### src/rtl/loop_cfg_issuer_if.sv
// Instruction-word stream between an instruction source and the loop issuer.
// Handshake: a word transfers on every rising clk edge where inst_valid and
// inst_ready are both high. While inst_valid is high and inst_ready is low,
// the master holds inst_data stable. inst_ready may be high with no word offered.
interface loop_cfg_issuer_if;
  logic        inst_valid;
  logic        inst_ready;
  logic [31:0] inst_data;

  modport master (output inst_valid, output inst_data, input inst_ready);
  modport slave  (input inst_valid, input inst_data, output inst_ready);
endinterface

### src/rtl/loop_cfg_issuer.sv
// Loop-instruction issuer: decodes LOOP_CFG words into per-group loop-bound
// config strobes and runs each block through start / wait-done / block_done.
module loop_cfg_issuer #(
  parameter int LOOP_ID_W   = 5,
  parameter int GROUP_ID_W  = 2,
  parameter int LOOP_ITER_W = 16
) (
  input  logic                   clk,
  input  logic                   reset_n,
  loop_cfg_issuer_if.slave       inst,
  output logic                   cfg_loop_iter_v,
  output logic [LOOP_ITER_W-1:0] cfg_loop_iter,
  output logic [LOOP_ID_W-1:0]   cfg_loop_iter_loop_id,
  output logic [GROUP_ID_W-1:0]  cfg_loop_group_id,
  output logic [GROUP_ID_W-1:0]  loop_group_id,
  output logic                   start,
  input  logic                   ctrl_done,
  output logic                   block_done,
  input  logic                   err_clear,
  output logic [2:0]             err_status,
  output logic [15:0]            block_count,
  output logic [1:0]             dbg_state
);

  localparam int NUM_GROUPS = 1 << GROUP_ID_W;
  localparam logic [LOOP_ID_W:0]   MAX_CNT  = {1'b1, {LOOP_ID_W{1'b0}}};
  localparam logic [LOOP_ID_W:0]   CNT_ONE  = {{LOOP_ID_W{1'b0}}, 1'b1};
  localparam logic [LOOP_ITER_W-1:0] ITER_ONE = {{(LOOP_ITER_W-1){1'b0}}, 1'b1};
  localparam logic [3:0] OP_LOOP_CFG  = 4'h1;
  localparam logic [3:0] OP_BLOCK_END = 4'h2;

  typedef enum logic [1:0] {
    S_IDLE  = 2'd0,
    S_START = 2'd1,
    S_RUN   = 2'd2,
    S_CLOSE = 2'd3
  } state_t;

  state_t                 r_state;
  logic                   r_inst_ready;
  logic                   r_cfg_v;
  logic [LOOP_ITER_W-1:0] r_cfg_iter;
  logic [LOOP_ID_W-1:0]   r_cfg_loop_id;
  logic [GROUP_ID_W-1:0]  r_cfg_group;
  logic [GROUP_ID_W-1:0]  r_loop_group_id;
  logic                   r_start;
  logic                   r_block_done;
  logic                   r_started;
  logic [2:0]             r_err;
  logic [15:0]            r_block_count;
  logic [LOOP_ID_W:0]     r_cnt [NUM_GROUPS];

  logic                   w_accept;
  logic [3:0]             w_opcode;
  logic [GROUP_ID_W-1:0]  w_group;
  logic [LOOP_ITER_W-1:0] w_trip;
  logic [LOOP_ITER_W-1:0] w_iter;
  logic [LOOP_ID_W:0]     w_grp_cnt;
  logic                   w_is_cfg;
  logic                   w_is_end;
  logic                   w_cfg_full;
  logic [2:0]             w_err_set;
  logic                   w_unused_bits;

  assign w_accept   = inst.inst_valid && r_inst_ready;
  assign w_opcode   = inst.inst_data[31:28];
  assign w_group    = inst.inst_data[21+GROUP_ID_W-1:21];
  assign w_trip     = inst.inst_data[LOOP_ITER_W-1:0];
  assign w_unused_bits = ^{inst.inst_data[27:21+GROUP_ID_W], inst.inst_data[20:LOOP_ITER_W]};
  assign w_grp_cnt  = r_cnt[w_group];
  assign w_is_cfg   = (w_opcode == OP_LOOP_CFG);
  assign w_is_end   = (w_opcode == OP_BLOCK_END);
  assign w_cfg_full = (w_grp_cnt == MAX_CNT);
  // A zero trip count is issued as a single iteration.
  assign w_iter     = (w_trip == '0) ? '0 : (w_trip - ITER_ONE);

  // Error events raised by the word accepted this cycle.
  always_comb begin
    w_err_set    = 3'b000;
    w_err_set[0] = w_accept && !w_is_cfg && !w_is_end;
    w_err_set[1] = w_accept && w_is_cfg && w_cfg_full;
    w_err_set[2] = w_accept && w_is_cfg && !w_cfg_full && (w_trip == '0);
  end

  // Issuer FSM with all outputs, per-group loop counts and sticky errors registered.
  always_ff @(posedge clk or negedge reset_n) begin
    if (!reset_n) begin
      r_state         <= S_IDLE;
      r_inst_ready    <= 1'b1;
      r_cfg_v         <= 1'b0;
      r_cfg_iter      <= '0;
      r_cfg_loop_id   <= '0;
      r_cfg_group     <= '0;
      r_loop_group_id <= '0;
      r_start         <= 1'b0;
      r_block_done    <= 1'b0;
      r_started       <= 1'b0;
      r_err           <= 3'b000;
      r_block_count   <= 16'd0;
      for (int g = 0; g < NUM_GROUPS; g++) r_cnt[g] <= '0;
    end else begin
      r_cfg_v      <= 1'b0;
      r_start      <= 1'b0;
      r_block_done <= 1'b0;
      // New error events take priority over a simultaneous clear.
      r_err <= (err_clear ? 3'b000 : r_err) | w_err_set;
      case (r_state)
        S_IDLE: begin
          if (w_accept) begin
            if (w_is_cfg && !w_cfg_full) begin
              r_cfg_v          <= 1'b1;
              r_cfg_iter       <= w_iter;
              r_cfg_loop_id    <= w_grp_cnt[LOOP_ID_W-1:0];
              r_cfg_group      <= w_group;
              r_cnt[w_group]   <= w_grp_cnt + CNT_ONE;
            end else if (w_is_end) begin
              r_loop_group_id <= w_group;
              r_inst_ready    <= 1'b0;
              if (w_grp_cnt != '0) begin
                r_state   <= S_START;
                r_start   <= 1'b1;
                r_started <= 1'b1;
              end else begin
                // Nothing configured: close without launching the controller.
                r_state      <= S_CLOSE;
                r_block_done <= 1'b1;
                r_started    <= 1'b0;
              end
            end
          end
        end
        S_START: r_state <= S_RUN;
        S_RUN: begin
          if (ctrl_done) begin
            r_state      <= S_CLOSE;
            r_block_done <= 1'b1;
          end
        end
        S_CLOSE: begin
          r_state      <= S_IDLE;
          r_inst_ready <= 1'b1;
          r_started    <= 1'b0;
          if (r_started) r_block_count <= r_block_count + 16'd1;
          for (int g = 0; g < NUM_GROUPS; g++) r_cnt[g] <= '0;
        end
        default: r_state <= S_IDLE;
      endcase
    end
  end

  assign inst.inst_ready           = r_inst_ready;
  assign cfg_loop_iter_v           = r_cfg_v;
  assign cfg_loop_iter             = r_cfg_iter;
  assign cfg_loop_iter_loop_id     = r_cfg_loop_id;
  assign cfg_loop_group_id         = r_cfg_group;
  assign loop_group_id             = r_loop_group_id;
  assign start                     = r_start;
  assign block_done                = r_block_done;
  assign err_status                = r_err;
  assign block_count               = r_block_count;
  assign dbg_state                 = r_state;

endmodule
### src/flat_wrapper.sv
// flat-port wrapper written by rule: the top's interface ports become plain ports
module loop_cfg_issuer_flat 
#(
  parameter int LOOP_ID_W   = 5,
  parameter int GROUP_ID_W  = 2,
  parameter int LOOP_ITER_W = 16
)
  (clk, reset_n, cfg_loop_iter_v, cfg_loop_iter, cfg_loop_iter_loop_id, cfg_loop_group_id, loop_group_id, start, ctrl_done, block_done, err_clear, err_status, block_count, dbg_state, inst_inst_valid, inst_inst_data, inst_inst_ready);
  loop_cfg_issuer_if inst_i ();
  input  logic clk;
  input  logic reset_n;
  output logic cfg_loop_iter_v;
  output logic [LOOP_ITER_W-1:0] cfg_loop_iter;
  output logic [LOOP_ID_W-1:0] cfg_loop_iter_loop_id;
  output logic [GROUP_ID_W-1:0] cfg_loop_group_id;
  output logic [GROUP_ID_W-1:0] loop_group_id;
  output logic start;
  input  logic ctrl_done;
  output logic block_done;
  input  logic err_clear;
  output logic [2:0] err_status;
  output logic [15:0] block_count;
  output logic [1:0] dbg_state;
  input wire logic [$bits(inst_i.inst_valid)-1:0] inst_inst_valid;
  input wire logic [$bits(inst_i.inst_data)-1:0] inst_inst_data;
  output wire logic [$bits(inst_i.inst_ready)-1:0] inst_inst_ready;
  assign inst_i.inst_valid = inst_inst_valid;
  assign inst_i.inst_data = inst_inst_data;
  assign inst_inst_ready = inst_i.inst_ready;
  loop_cfg_issuer #(.LOOP_ID_W(LOOP_ID_W), .GROUP_ID_W(GROUP_ID_W), .LOOP_ITER_W(LOOP_ITER_W)) u_core (.clk(clk), .reset_n(reset_n), .inst(inst_i), .cfg_loop_iter_v(cfg_loop_iter_v), .cfg_loop_iter(cfg_loop_iter), .cfg_loop_iter_loop_id(cfg_loop_iter_loop_id), .cfg_loop_group_id(cfg_loop_group_id), .loop_group_id(loop_group_id), .start(start), .ctrl_done(ctrl_done), .block_done(block_done), .err_clear(err_clear), .err_status(err_status), .block_count(block_count), .dbg_state(dbg_state));
endmodule
### config.mk
export PLATFORM = sky130hd
export DESIGN_NAME = loop_cfg_issuer_flat
export DESIGN_NICKNAME = d
export VERILOG_FILES = /design/src/rtl/loop_cfg_issuer_if.sv /design/src/rtl/loop_cfg_issuer.sv /design/src/flat_wrapper.sv
export SDC_FILE = /design/constraint.sdc
export NUM_CORES = 1
export LEC_CHECK = 0
export BUFFER_PORTS_ARGS = -buffer_cell sky130_fd_sc_hd__buf_2
export CORE_MARGIN = 4
export CORE_UTILIZATION = 50
export CTS_CLUSTER_DIAMETER = 50
export DETAILED_ROUTE_END_ITERATION = 10
export PLACE_DENSITY = 0.75
export SETUP_SLACK_MARGIN = 0.02
export SYNTH_ARGS = -nofsm -noshare
export SYNTH_HDL_FRONTEND = slang
export SYNTH_SLANG_ARGS = --single-unit
### constraint.sdc
create_clock -name clk -period 3.9 [get_ports clk]
set_input_delay 0 -clock clk [delete_from_list [all_inputs] [get_ports clk]]
set_output_delay 0 -clock clk [all_outputs]
set_load 0.03 [all_outputs]
Word level (Yosys, flattened, before mapping)
Index checks and enable logic that the tools add are counted.
{"block": "word_totals", "reg_bits": 75, "inputBits": 37, "output_inout_bits": 50, "word_cells": 96}
{"block": "classes", "addsub": 3, "magnitude_cmp": 2, "eq_ne": 11, "n_mux": 39, "n_bitwise": 3, "n_reduce_logical": 22}
{"cell": "$mux 24", "n": 2}
{"cell": "$pmux 24 s2", "n": 1}
{"cell": "$bwmux 24", "n": 1}
{"cell": "$mux 1", "n": 19}
{"cell": "$mux 6", "n": 3}
{"cell": "$add 16x1->16 const B", "n": 1}
{"cell": "$logic_not 16->1", "n": 1}
{"cell": "$mux 16", "n": 1}
{"cell": "$sub 16x1->16 const B", "n": 1}
{"cell": "$bmux 6 s2", "n": 1}
{"cell": "$demux 6 s2", "n": 1}
{"cell": "$reduce_and 4->1", "n": 3}
{"cell": "$mux 2", "n": 5}
{"cell": "$logic_and 1x1->1", "n": 9}
{"cell": "$pmux 2 s4", "n": 1}
{"cell": "$add 6x1->6 const B", "n": 1}
{"cell": "$eq 6x6->1 const B", "n": 1}
{"cell": "$ne 2x1->1 const B", "n": 3}
{"cell": "$pmux 1 s2", "n": 3}
{"cell": "$reduce_and 3->1", "n": 2}
{"cell": "$reduce_bool 6->1", "n": 1}
{"cell": "$eq 2x2->1 const B", "n": 2}
{"cell": "$eq 4x1->1 const B", "n": 1}
{"cell": "$eq 4x2->1 const B", "n": 1}
{"cell": "other kinds (12)", "n": 15}

Longest topological paths before layout
Gate-level depths: netlist of the first run.
{"block": "depth", "depth_word": 10, "mapped_depth": 10, "depth_no_buf": 8}

Worst setup path before layout of the first run
OpenSTA, ideal clock, no wires.
{"block": "synth_path", "path_kind": "register to register", "from": "register u_core.r_cnt[18] in the netlist's numbering", "to": "register u_core.r_cfg_group[0] (netlist: u_core.cfg_loop_group_id[0])", "setup_time_ns": 0.125, "arrival_ns": 2.266, "required_time_ns": 3.775, "slack_ns": 1.509, "stages_incl_launch_ff": 9, "n_path_buf": 1, "synth_period_minus_slack_ns": 2.391, "cell_sequence": "dfrtp_1 > mux4_2 > inv_1 > ha_1 > nor2b_1 > a2bb2oi_2 > o311ai_4 > buf_4 > mux2_2"}
{"block": "synth_between", "elab_chain_len": 7}
{"item": "start: declaration", "line_no": "loop_cfg_issuer.sv:51", "text": "logic [LOOP_ID_W:0] r_cnt [NUM_GROUPS];"}
{"item": "start signal: indexed assignment", "line_no": "loop_cfg_issuer.sv:115", "text": "r_cnt[w_group] <= w_grp_cnt + CNT_ONE;"}
{"item": "$bmux 6 s2", "line_no": "loop_cfg_issuer.sv:70", "text": "assign w_grp_cnt = r_cnt[w_group];"}
{"item": "$mux 6 (not written as such) (2 in series)", "line_no": "loop_cfg_issuer.sv:70"}
{"item": "via u_core.w_grp_cnt[0]", "line_no": "loop_cfg_issuer.sv:58", "text": "logic [LOOP_ID_W:0] w_grp_cnt;"}
{"item": "$eq 6x6->1", "line_no": "loop_cfg_issuer.sv:73", "text": "assign w_cfg_full = (w_grp_cnt == MAX_CNT);"}
{"item": "$logic_not 1->1", "line_no": "loop_cfg_issuer.sv:110", "text": "if (w_is_cfg && !w_cfg_full) begin"}
{"item": "$logic_and 1x1->1", "line_no": "loop_cfg_issuer.sv:110"}
{"item": "$reduce_and 3->1 (no source line)"}
{"item": "end signal: assignment", "line_no": "loop_cfg_issuer.sv:114", "text": "r_cfg_group <= w_group;"}
{"item": "end: declaration", "line_no": "loop_cfg_issuer.sv:44", "text": "logic [GROUP_ID_W-1:0] r_cfg_group;"}
The timed path passes the listed nets, and every way through them passes these cells. The select of a mux whose other input is x is not followed.
A chain may end at the register's enable or synchronous reset.

Worst setup path after layout of the first run
{"block": "layout_path", "from": "register u_core.r_cnt[12] in the netlist's numbering", "to": "register u_core.r_cfg_iter[3] (netlist: u_core.cfg_loop_iter[3])"}
{"block": "layout_between", "elab_chain_len": 7}
{"item": "$bmux 6 s2", "line_no": "loop_cfg_issuer.sv:70"}
{"item": "$mux 6 (not written as such) (2 in series)", "line_no": "loop_cfg_issuer.sv:70"}
{"item": "via u_core.w_grp_cnt[0]", "line_no": "loop_cfg_issuer.sv:58"}
{"item": "$eq 6x6->1", "line_no": "loop_cfg_issuer.sv:73"}
{"item": "$logic_not 1->1", "line_no": "loop_cfg_issuer.sv:110"}
{"item": "$logic_and 1x1->1", "line_no": "loop_cfg_issuer.sv:110"}
{"item": "$reduce_and 3->1 (no source line)"}
{"item": "end signal: assignment", "line_no": "loop_cfg_issuer.sv:112", "text": "r_cfg_iter <= w_iter;"}
{"item": "end: declaration", "line_no": "loop_cfg_issuer.sv:42", "text": "logic [LOOP_ITER_W-1:0] r_cfg_iter;"}
The timed path passes the listed nets, and every way through them passes these cells. The select of a mux whose other input is x is not followed.

==> results.sh, run 1 <==
export IMPL_slew_viol_final=0
export IMPL_htreeDepth=3
export IMPL_synth_avg_cell_area_um2=11.4
export IMPL_die_area_um2=9290
export IMPL_endpoint_kind="flip-flop"
export IMPL_final_common_cell="buf_2"
export IMPL_root_buffer="clkbuf_8"
export IMPL_grt_overflow_total=0
export IMPL_holdCritPathClass="in -> reg"
export IMPL_path_cells="mux4_2 -> inv_1 -> ha_1 -> nor2b_1 -> a2bb2oi_2 -> o311ai_4 -> buf_4 -> o31ai_1"
export IMPL_port_buffers=76
export IMPL_finalSetupViolCount=0
export IMPL_cp_num_buf_inv=2
export IMPL_clkPwrFrac=0.258
export IMPL_wire_per_inst_um=17.1
export IMPL_initial_utilization=0.527
export IMPL_std_cell_rows=31
export IMPL_status="finished clean"
export IMPL_netlist_area_um2=3910
export IMPL_die_x_um=96.4
export IMPL_worst_path_max_fanout=18
export IMPL_antenna_found_initial=0
export IMPL_io_pins=87
export IMPL_cp_top_family="compound AO/OA/AOI/OAI gates"
export IMPL_cts_made_buffers=9
export IMPL_r2r_end="u_core.cfg_loop_iter[3]"
export IMPL_final_core_util=0.644
export IMPL_combPwrFrac=0.391
export IMPL_hold_end="u_core.err_status[0]"
export IMPL_period_minus_slack_ps=2850
export IMPL_critPathMaxStageDelay_ps=780
export IMPL_grt_pass1_vias=3024
export IMPL_worst_slew_pin_slew_ps=917
export IMPL_r2r_cells=8
export IMPL_ys_ff_latch=75
export IMPL_async_flop_share=1.00
export IMPL_hold_viol_final=0
export IMPL_rsz0062_at_grt="false"
export IMPL_tns_ps=0
export IMPL_fin_crit_sh=0.730
export IMPL_clock_latency_ps=350
export IMPL_grt_usage=0.210
export IMPL_whs_path_depth=3
export IMPL_grt_pass1_wl_um=14800
export IMPL_clk_pin_slew_ps=80
export IMPL_ys_seq_area_frac=0.481
export IMPL_cts_tree="built"
export IMPL_hpwl_um=6280
export IMPL_min_from="inst_inst_valid"
export IMPL_crit_type="reg -> reg"
export IMPL_clockBufferDepth=2
export IMPL_p_seq_frac=0.350
export IMPL_relSlewSlack=0.389
export IMPL_area_growth_pct=22.2
export IMPL_max_cap_viol_count=0
export IMPL_cts_sinks=75
export IMPL_diodes=0
export IMPL_cp_slowest_cell="o311ai_4"
export IMPL_yosys_warnings=0
export IMPL_postLayoutSetupSlackWorst_ps=1050
export IMPL_timing_rr_start="u_core.r_cnt[12]"
export IMPL_layout_drive_gt1_share=0.296
export IMPL_irDropWorstVdd_v=0.000308
export IMPL_final_setup_skew_ps=11.3
export IMPL_syn_nets=387
export IMPL_vias=3050
export IMPL_dp_cells=504
export IMPL_instances_no_fill=535
export IMPL_switching_share=0.384
export IMPL_post_place_ws_ps=931
export IMPL_wl_um=9150
export IMPL_syn_inst=342
export IMPL_power_density_nw_per_um2=645
export IMPL_cp_arrival_ps=3030
export IMPL_firstDrtPassIters=4
export IMPL_fp_coreArea_um2=7410
export IMPL_p_switching_mw=1.18
export IMPL_synth_main_ff_cell="dfrtp_1"
export IMPL_p_int_mw=1.90
export IMPL_leakage_nw=2.22
export IMPL_grt_max_degree=43
export IMPL_synth_edf_count=0
export IMPL_layout_common_cells="76 x buf_2, 74 x dfrtp_1, 33 x nand2_1, 21 x xnor2_1, 16 x o31ai_1"
export IMPL_synth_distinct_cells=55
export IMPL_drt_vias_per_instance=5.70
export IMPL_reg2reg_slack_ps=1050
export IMPL_place_gp_congestion=0.822
export IMPL_drt_iter0_drc=157
export IMPL_die_h_um=96.4
export IMPL_critPathLaunchType="flip-flop"
export IMPL_cts_resized=0
export IMPL_drt_antenna_violating_nets=0
export IMPL_drc=0
export IMPL_fin_nets=476
export IMPL_fmax_mhz=351
export IMPL_required_ps=4090
[cells by family (layout without fill, tap and decap cells)]
family / Yosys count / after routing / share of synthesized area
AND/OR/NAND/NOR: 104 / 104 / 0.144
flip-flops: 75 / 75 / 0.481
AO/OA/AOI/OAI: 74 / 74 / 0.174
XOR/XNOR: 32 / 32 / 0.0717
buffers and inverters: 32 / 126 / 0.0378
multiplexers: 17 / 17 / 0.0660
adder cells (fa/ha/maj): 8 / 8 / 0.0256
[synthesized netlist by cell type (all sizes together), types with 2 or more instances]
master   instances  share of area
a2111oi          5          0.014
a211o            6          0.013
a211oi           5          0.011
a21oi            2         0.0026
a22o             9          0.020
a32o            10          0.026
and3             3         0.0048
buf             10          0.017
clkbuf           7         0.0067
dfrtp           74           0.47
ha               8          0.026
inv             14          0.013
mux2            10          0.029
mux4             6          0.035
nand2           33          0.032
nand2b           7          0.013
nand3           11          0.014
nand3b           3         0.0058
nor2            14          0.013
nor2b            4         0.0064
nor3             7         0.0090
nor3b            6          0.012
nor4             8          0.018
o21ai            9          0.012
o221ai           4          0.015
o31ai           17          0.036
or3              4         0.0077
xnor2           21          0.047
xor2            11          0.025
[worst max-delay path by stage]
stage / from / end / cells past startpoint
floorplan: u_core.r_cnt[18] / u_core.cfg_loop_group_id[0] / 8
global placement: inst_inst_data[21] / u_core.cfg_loop_iter[3] / 9
detailed placement: inst_inst_data[21] / u_core.cfg_loop_iter[3] / 9
CTS: u_core.r_cnt[12] / u_core.cfg_loop_iter[3] / 8
global route: u_core.r_cnt[12] / u_core.cfg_loop_iter[3] / 8
finish: u_core.r_cnt[12] / u_core.cfg_loop_iter[3] / 8
[registers in the layout, summed over array words and instances (netlist names)]
signal and flops:
u_core.block_count 16, u_core.block_done 1, u_core.cfg_loop_group_id 2, u_core.cfg_loop_iter 16, u_core.cfg_loop_iter_loop_id 5, u_core.cfg_loop_iter_v 1, u_core.dbg_state 2, u_core.err_status 3
u_core.inst.inst_ready 1, u_core.loop_group_id 2, u_core.r_cnt 24, u_core.r_started 1, u_core.start 1
[stage by stage]
stage	hold slack, ps	cell area, µm²	power, mW
6_report	23.0	4770	3.08
2_1_floorplan	-296	3910	1.96
4_1_cts	10.1	4770	3.10
3_5_place_dp	119	4350	2.29
3_3_place_gp	105	4350	2.24
5_1_grt	31.2	4770	3.26
[power by group through the flow]
stage	combinational (mW)	sequential, mW	clock (mW)
final	1.21	1.08	0.796
after global routing	1.32	1.10	0.845
after CTS	1.21	1.08	0.810
after detailed placement	1.20	1.09	0
after global placement	1.15	1.08	0
after floorplan	0.712	1.25	0
[cell type report]
class	count	area [µm²]
sequential	75	1880
clock inverter	6	136
clock buffer	10	138
fill	582	2640
multi-input combinational	235	1880
timing repair buffer	95	561
inverter	15	56.3
tap	99	124
[routing by layer]
layer | track usage | routed length [µm] | vias up
li1 | - | - | 1443
met1 | 0.264 | 3940 | 1486
met2 | 0.351 | 4400 | 96
met3 | 0.0496 | 565 | 25
met4 | 0.0794 | 241 | 0
met5 | 0 | 0 | -
[timing repair]
action	in CTS	in global routing
hold buffers	15	0
setup buffers	0	0
hold endpoints to repair	47	0
[worst reg2reg max path: stages, from the launching register on]
cell	delay (ps)
dfrtp_1	420
mux4_2	500
inv_1	150
ha_1	170
nor2b_1	150
a2bb2oi_2	130
o311ai_4	780
buf_4	310
o31ai_1	90
Power figures use the tool's default switching activity.
==> inputs of run 2 (changes only) <==
--- a/config.mk
+++ b/config.mk
@@ -7,10 +7,10 @@
 export LEC_CHECK = 0
 export BUFFER_PORTS_ARGS = -buffer_cell sky130_fd_sc_hd__buf_2
 export CORE_MARGIN = 4
-export CORE_UTILIZATION = 50
+export CORE_UTILIZATION = 49
 export CTS_CLUSTER_DIAMETER = 50
 export DETAILED_ROUTE_END_ITERATION = 10
-export PLACE_DENSITY = 0.75
+export PLACE_DENSITY = 0.76
 export SETUP_SLACK_MARGIN = 0.02
 export SYNTH_ARGS = -nofsm -noshare
 export SYNTH_HDL_FRONTEND = slang
==> constraint.sdc (replaced) <==
create_clock -name clk -period 2.4 [get_ports clk]
set_input_delay 0 -clock clk [delete_from_list [all_inputs] [get_ports clk]]
set_output_delay 0 -clock clk [all_outputs]
set_load 0.03 [all_outputs]
==> results.sh, run 2 (synthesis gave the netlist of run 1 again) <==
export IMPL_layout_drive_gt1_share=0.389
export IMPL_hpwl_um=6660
export IMPL_grt_pass1_wl_um=16100
export IMPL_rsz0062_at_grt="true"
export IMPL_p_int_mw=3.04
export IMPL_irDropWorstVdd_v=0.000453
export IMPL_tns_ps=-32.6
export IMPL_holdCritPathClass="in -> reg"
export IMPL_firstDrtPassIters=5
export IMPL_cts_tree="built"
export IMPL_place_gp_congestion=0.819
export IMPL_cts_made_buffers=9
export IMPL_status="finished with violations"
export IMPL_postLayoutSetupSlackWorst_ps=-12.5
export IMPL_htreeDepth=3
export IMPL_area_growth_pct=33.3
export IMPL_crit_type="reg -> reg"
export IMPL_die_h_um=97.3
export IMPL_clkPwrFrac=0.185
export IMPL_drt_vias_per_instance=5.71
export IMPL_diodes=0
export IMPL_wl_um=10100
export IMPL_worst_path_max_fanout=7
export IMPL_fmax_mhz=415
export IMPL_clockBufferDepth=2
export IMPL_p_switching_mw=2.09
export IMPL_leakage_nw=2.45
export IMPL_max_cap_viol_count=0
export IMPL_std_cell_rows=32
export IMPL_io_pins=87
export IMPL_max_flop_register="u_core.r_cnt"
export IMPL_final_setup_skew_ps=12.3
export IMPL_fin_crit_sh=1.01
export IMPL_finalSetupViolCount=4
export IMPL_layout_common_cells="76 x buf_2, 74 x dfrtp_1, 39 x buf_4, 27 x nand2_1, 21 x xnor2_1"
export IMPL_combPwrFrac=0.474
export IMPL_grt_max_degree=28
export IMPL_fp_coreArea_um2=7730
export IMPL_cp_arrival_ps=2640
export IMPL_holdWs_ps=44.9
export IMPL_critPathLaunchType="flip-flop"
export IMPL_initial_utilization=0.506
export IMPL_cts_sinks=75
export IMPL_relSlewSlack=0.624
export IMPL_power_density_nw_per_um2=985
export IMPL_grt_pass1_vias=3253
export IMPL_required_ps=2620
export IMPL_switching_share=0.408
export IMPL_endpoint_kind="flip-flop"
export IMPL_port_buffers=76
export IMPL_final_common_cell="buf_2"
export IMPL_largest_reg_flops=24
export IMPL_drc=0
export IMPL_slew_viol_final=0
export IMPL_hold_viol_final=0
export IMPL_die_area_um2=9460
export IMPL_root_buffer="clkbuf_8"
export IMPL_grt_overflow_total=0
export IMPL_clk_pin_slew_ps=80
export IMPL_fin_nets=518
export IMPL_wire_per_inst_um=17.4
export IMPL_violations="negative setup slack"
export IMPL_grt_usage=0.208
export IMPL_die_x_um=97.3
export IMPL_drt_iter0_drc=179
export IMPL_drt_antenna_violating_nets=0
export IMPL_period_minus_slack_ps=2410
export IMPL_worst_slew_pin_slew_ps=563
export IMPL_clock_latency_ps=350
export IMPL_vias=3313
export IMPL_antenna_found_initial=0
export IMPL_fillCellCount=548
export IMPL_p_seq_frac=0.341
run 2: per-stage QoR:
step / cell area, µm² / total power [mW] / utilization / setup slack (ps) / std cells
6_report: 5210 / 5.13 / 0.674 / -12.5 / 580
5_1_grt: 5210 / 5.43 / 0.674 / -91.1 / 580
4_1_cts: 5020 / 5.02 / 0.650 / 20.6 / 572
3_5_place_dp: 4560 / 3.88 / 0.591 / -103 / 535
3_3_place_gp: 4560 / 3.81 / 0.591 / 8.42 / 535
2_1_floorplan: 3910 / 3.19 / - / 37.1 / 342
run 2: worst paths after layout:
path / from / end / slack (ps) / depth (start not counted)
max: u_core.r_cnt[1] / u_core.r_cnt[12] / -10 / 9
max reg2reg: u_core.r_cnt[1] / u_core.r_cnt[12] / -10 / 9
max in group asynchronous: reset_n / u_core.inst.inst_ready / 1450 / 3
min in group asynchronous: reset_n / u_core.block_count[7] / 160 / 2
min reg2reg: u_core.cfg_loop_iter[8] / u_core.cfg_loop_iter[8] / 480 / 2
min: inst_inst_data[5] / u_core.cfg_loop_iter[5] / 40 / 3
run 2: final cells by class:
cell class	instances	area [µm²]	share of cell area
multi-input cells	235	2030	0.391
flip-flops and latches	75	1880	0.361
repair buffers	137	918	0.176
clock buffers	10	128	0.0245
well taps	102	128	0.0245
clock inverters	6	66.3	0.0127
inverters	15	56.3	0.0108
run 2: what timing repair did:
| action | 4_1_cts | 5_1_grt |
|---|---|---|
| hold buffers | 16 | 0 |
| pin swaps | 3 | 8 |
| buffers inserted | 5 | 8 |
| endpoints found under the setup margin | 38 | 41 |
| endpoints found under the hold margin | 38 | 0 |
| cloned | 0 | 1 |
| resized for setup | 13 | 26 |
run 2: power by group through the flow:
stage,registers (mW),logic (mW),clock network (mW)
6_report,1.75,2.43,0.949
3_3_place_gp,1.75,2.06,0
5_1_grt,1.78,2.62,1.02
3_5_place_dp,1.77,2.12,0
4_1_cts,1.74,2.31,0.974
2_1_floorplan,2.03,1.16,0
run 2: critical path, cell delays in order, from the launching register on:
cell and delay [ps]:
dfrtp_1 380, mux4_2 520, inv_2 110, ha_4 150
nand2_4 60, a2bb2oi_4 200, o31ai_4 350, buf_6 190
a211oi_1 90, a211o_1 250
run 2: metal layers:
metal,vias to the layer above,global-route usage,part of all wire
li1,1528,-,-
met1,1619,0.265,0.42
met2,141,0.346,0.50
met3,25,0.0459,0.064
met4,0,0.0831,0.022
met5,-,0,0
==> inputs of run 3 (changes only) <==
==> constraint.sdc (replaced) <==
create_clock -name clk -period 2.4 [get_ports clk]
set_input_delay 0.24 -clock clk [delete_from_list [all_inputs] [get_ports clk]]
set_output_delay 0.24 -clock clk [all_outputs]
set_load 0.03 [all_outputs]
==> results.sh, run 3 (synthesis gave the netlist of run 1 again) <==
export IMPL_status="finished with violations"
export IMPL_violations="negative setup slack"
export IMPL_dp_cells=542
export IMPL_largest_reg_flops=24
export IMPL_io_pins=87
export IMPL_power_density_nw_per_um2=1010
export IMPL_clockBufferDepth=2
export IMPL_final_setup_skew_ps=11.1
export IMPL_leakage_nw=2.43
export IMPL_final_area_um2=5120
export IMPL_wire_per_inst_um=17.3
export IMPL_required_ps=2620
export IMPL_grt_overflow_total=0
export IMPL_p_int_mw=3.05
export IMPL_root_buffer="clkbuf_8"
export IMPL_place_gp_congestion=0.862
export IMPL_area_growth_pct=31.1
export IMPL_layout_common_cells="76 x buf_2, 74 x dfrtp_1, 39 x buf_4, 31 x nand2_1, 21 x xnor2_1"
export IMPL_endpoint="u_core.cfg_loop_iter_loop_id[2]"
export IMPL_cts_sinks=75
export IMPL_worst_slew_pin_slew_ps=709
export IMPL_max_cap_viol_count=0
export IMPL_power_total_mw=5.15
export IMPL_finalSetupViolCount=3
export IMPL_switching_share=0.408
export IMPL_worst_path_max_fanout=6
export IMPL_fmax_mhz=413
export IMPL_p_seq_frac=0.339
export IMPL_hold_viol_final=0
export IMPL_grt_pass1_vias=3287
export IMPL_combPwrFrac=0.472
export IMPL_initial_utilization=0.506
export IMPL_instances_no_fill=569
export IMPL_drt_antenna_violating_nets=0
export IMPL_irDropWorstVdd_v=0.000447
export IMPL_port_buffers=76
export IMPL_drc=0
export IMPL_final_core_util=0.663
export IMPL_timing_rr_start="u_core.r_cnt[19]"
export IMPL_cp_arrival_ps=2650
export IMPL_drt_vias_per_instance=5.65
export IMPL_fin_nets=507
export IMPL_diodes=0
export IMPL_antenna_found_initial=0
export IMPL_clkPwrFrac=0.189
export IMPL_r2r_cells=9
export IMPL_grt_usage=0.207
export IMPL_holdCritPathClass="in -> reg"
export IMPL_period_minus_slack_ps=2420
export IMPL_fillCellCount=566
export IMPL_clock_latency_ps=340
export IMPL_rsz0062_at_grt="true"
export IMPL_final_common_cell="buf_2"
export IMPL_crit_start="u_core.r_cnt[19]"
export IMPL_vias=3213
export IMPL_reg2reg_slack_ps=-20
export IMPL_layout_drive_gt1_share=0.394
export IMPL_die_area_um2=9460
export IMPL_critPathLaunchType="flip-flop"
export IMPL_die_x_um=97.3
export IMPL_fin_crit_sh=1.01
export IMPL_std_cell_rows=32
export IMPL_hpwl_um=6970
export IMPL_cts_tree="built"
export IMPL_wl_um=9850
export IMPL_drt_iter0_drc=193
export IMPL_clk_pin_slew_ps=80
export IMPL_endpoint_kind="flip-flop"
export IMPL_crit_type="reg -> reg"
export IMPL_htreeDepth=3
export IMPL_grt_max_degree=36
export IMPL_fp_coreArea_um2=7730
export IMPL_postLayoutSetupSlackWorst_ps=-23.5
export IMPL_max_flop_register="u_core.r_cnt"
export IMPL_firstDrtPassIters=4
export IMPL_cts_made_buffers=9
export IMPL_grt_pass1_wl_um=16000
export IMPL_relSlewSlack=0.527
export IMPL_die_h_um=97.3
export IMPL_slew_viol_final=0
export IMPL_r2r_end="u_core.cfg_loop_iter_loop_id[2]"
export IMPL_p_switching_mw=2.10
export IMPL_placed_cell_area_um2=4630
[run 3: cell count changes in the layout (fill, tap and decap cells not counted), sizes merged]
cell | before | now
clkinvlp | 3 | 1
clkinv | 3 | 5
buf | 120 | 124
dlygate4sd3 | 16 | 1
[run 3: worst min path at each step]
stage	cells past startpoint	to	slack [ps]	startpoint
3_3_place_gp	1	u_core.block_count[6]	320	reset_n
2_1_floorplan	0	u_core.block_count[0]	-60	reset_n
5_1_grt	2	u_core.err_status[2]	130	err_clear
3_5_place_dp	1	u_core.block_count[6]	340	reset_n
4_1_cts	2	u_core.err_status[2]	110	err_clear
6_report	2	u_core.err_status[2]	130	err_clear
[run 3: critical path, cell delays in order, from the launching register on]
cell	delay [ps]
dfrtp_1	410
mux4_2	500
inv_2	100
ha_4	150
nand2_2	70
a2bb2oi_4	200
o311ai_4	290
buf_6	170
buf_8	120
mux2_4	300
[run 3: repair_timing]
action | 4_1_cts | 5_1_grt
gates cloned | 0 | 1
pin swaps | 5 | 4
setup endpoints to repair | 39 | 48
setup buffers | 6 | 5
hold buffers | 1 | 0
resized for setup | 17 | 19
endpoints found under the hold margin | 28 | 0
[run 3: layout make-up]
type / count / area [µm²] / share of cell area
Clock buffer: 10 / 138 / 0.0269
Clock inverter: 6 / 65.1 / 0.0127
Inverter: 15 / 56.3 / 0.0110
Multi-Input combinational cell: 235 / 2020 / 0.395
Sequential cell: 75 / 1880 / 0.367
Tap cell: 102 / 128 / 0.0249
Timing Repair Buffer: 126 / 835 / 0.163
[run 3: per-layer routing]
layer,up-vias,global-route usage,part of all wire
met5,-,0,0
met3,14,0.0481,0.051
met1,1604,0.263,0.42
li1,1504,-,-
met4,0,0.0682,0.017
met2,91,0.351,0.51
[run 3: power by group through the flow]
stage                     clock [mW]  sequential (mW)  combinational, mW
final                          0.973             1.75               2.43
after global routing            1.07             1.78               2.60
after CTS                      0.995             1.74               2.27
after detailed placement           0             1.77               2.18
after global placement             0             1.75               2.10
after floorplan                    0             2.03               1.16
[run 3: through the flow]
stage	setup slack, ps	setup TNS (ps)	hold WS, ps
after floorplan	29.5	0	-55.6
after detailed placement	-154	-3570	337
after CTS	-17.5	-65.9	114
after global placement	-91.2	-1470	317
final	-23.5	-62.8	129
after global routing	-74.1	-597	127
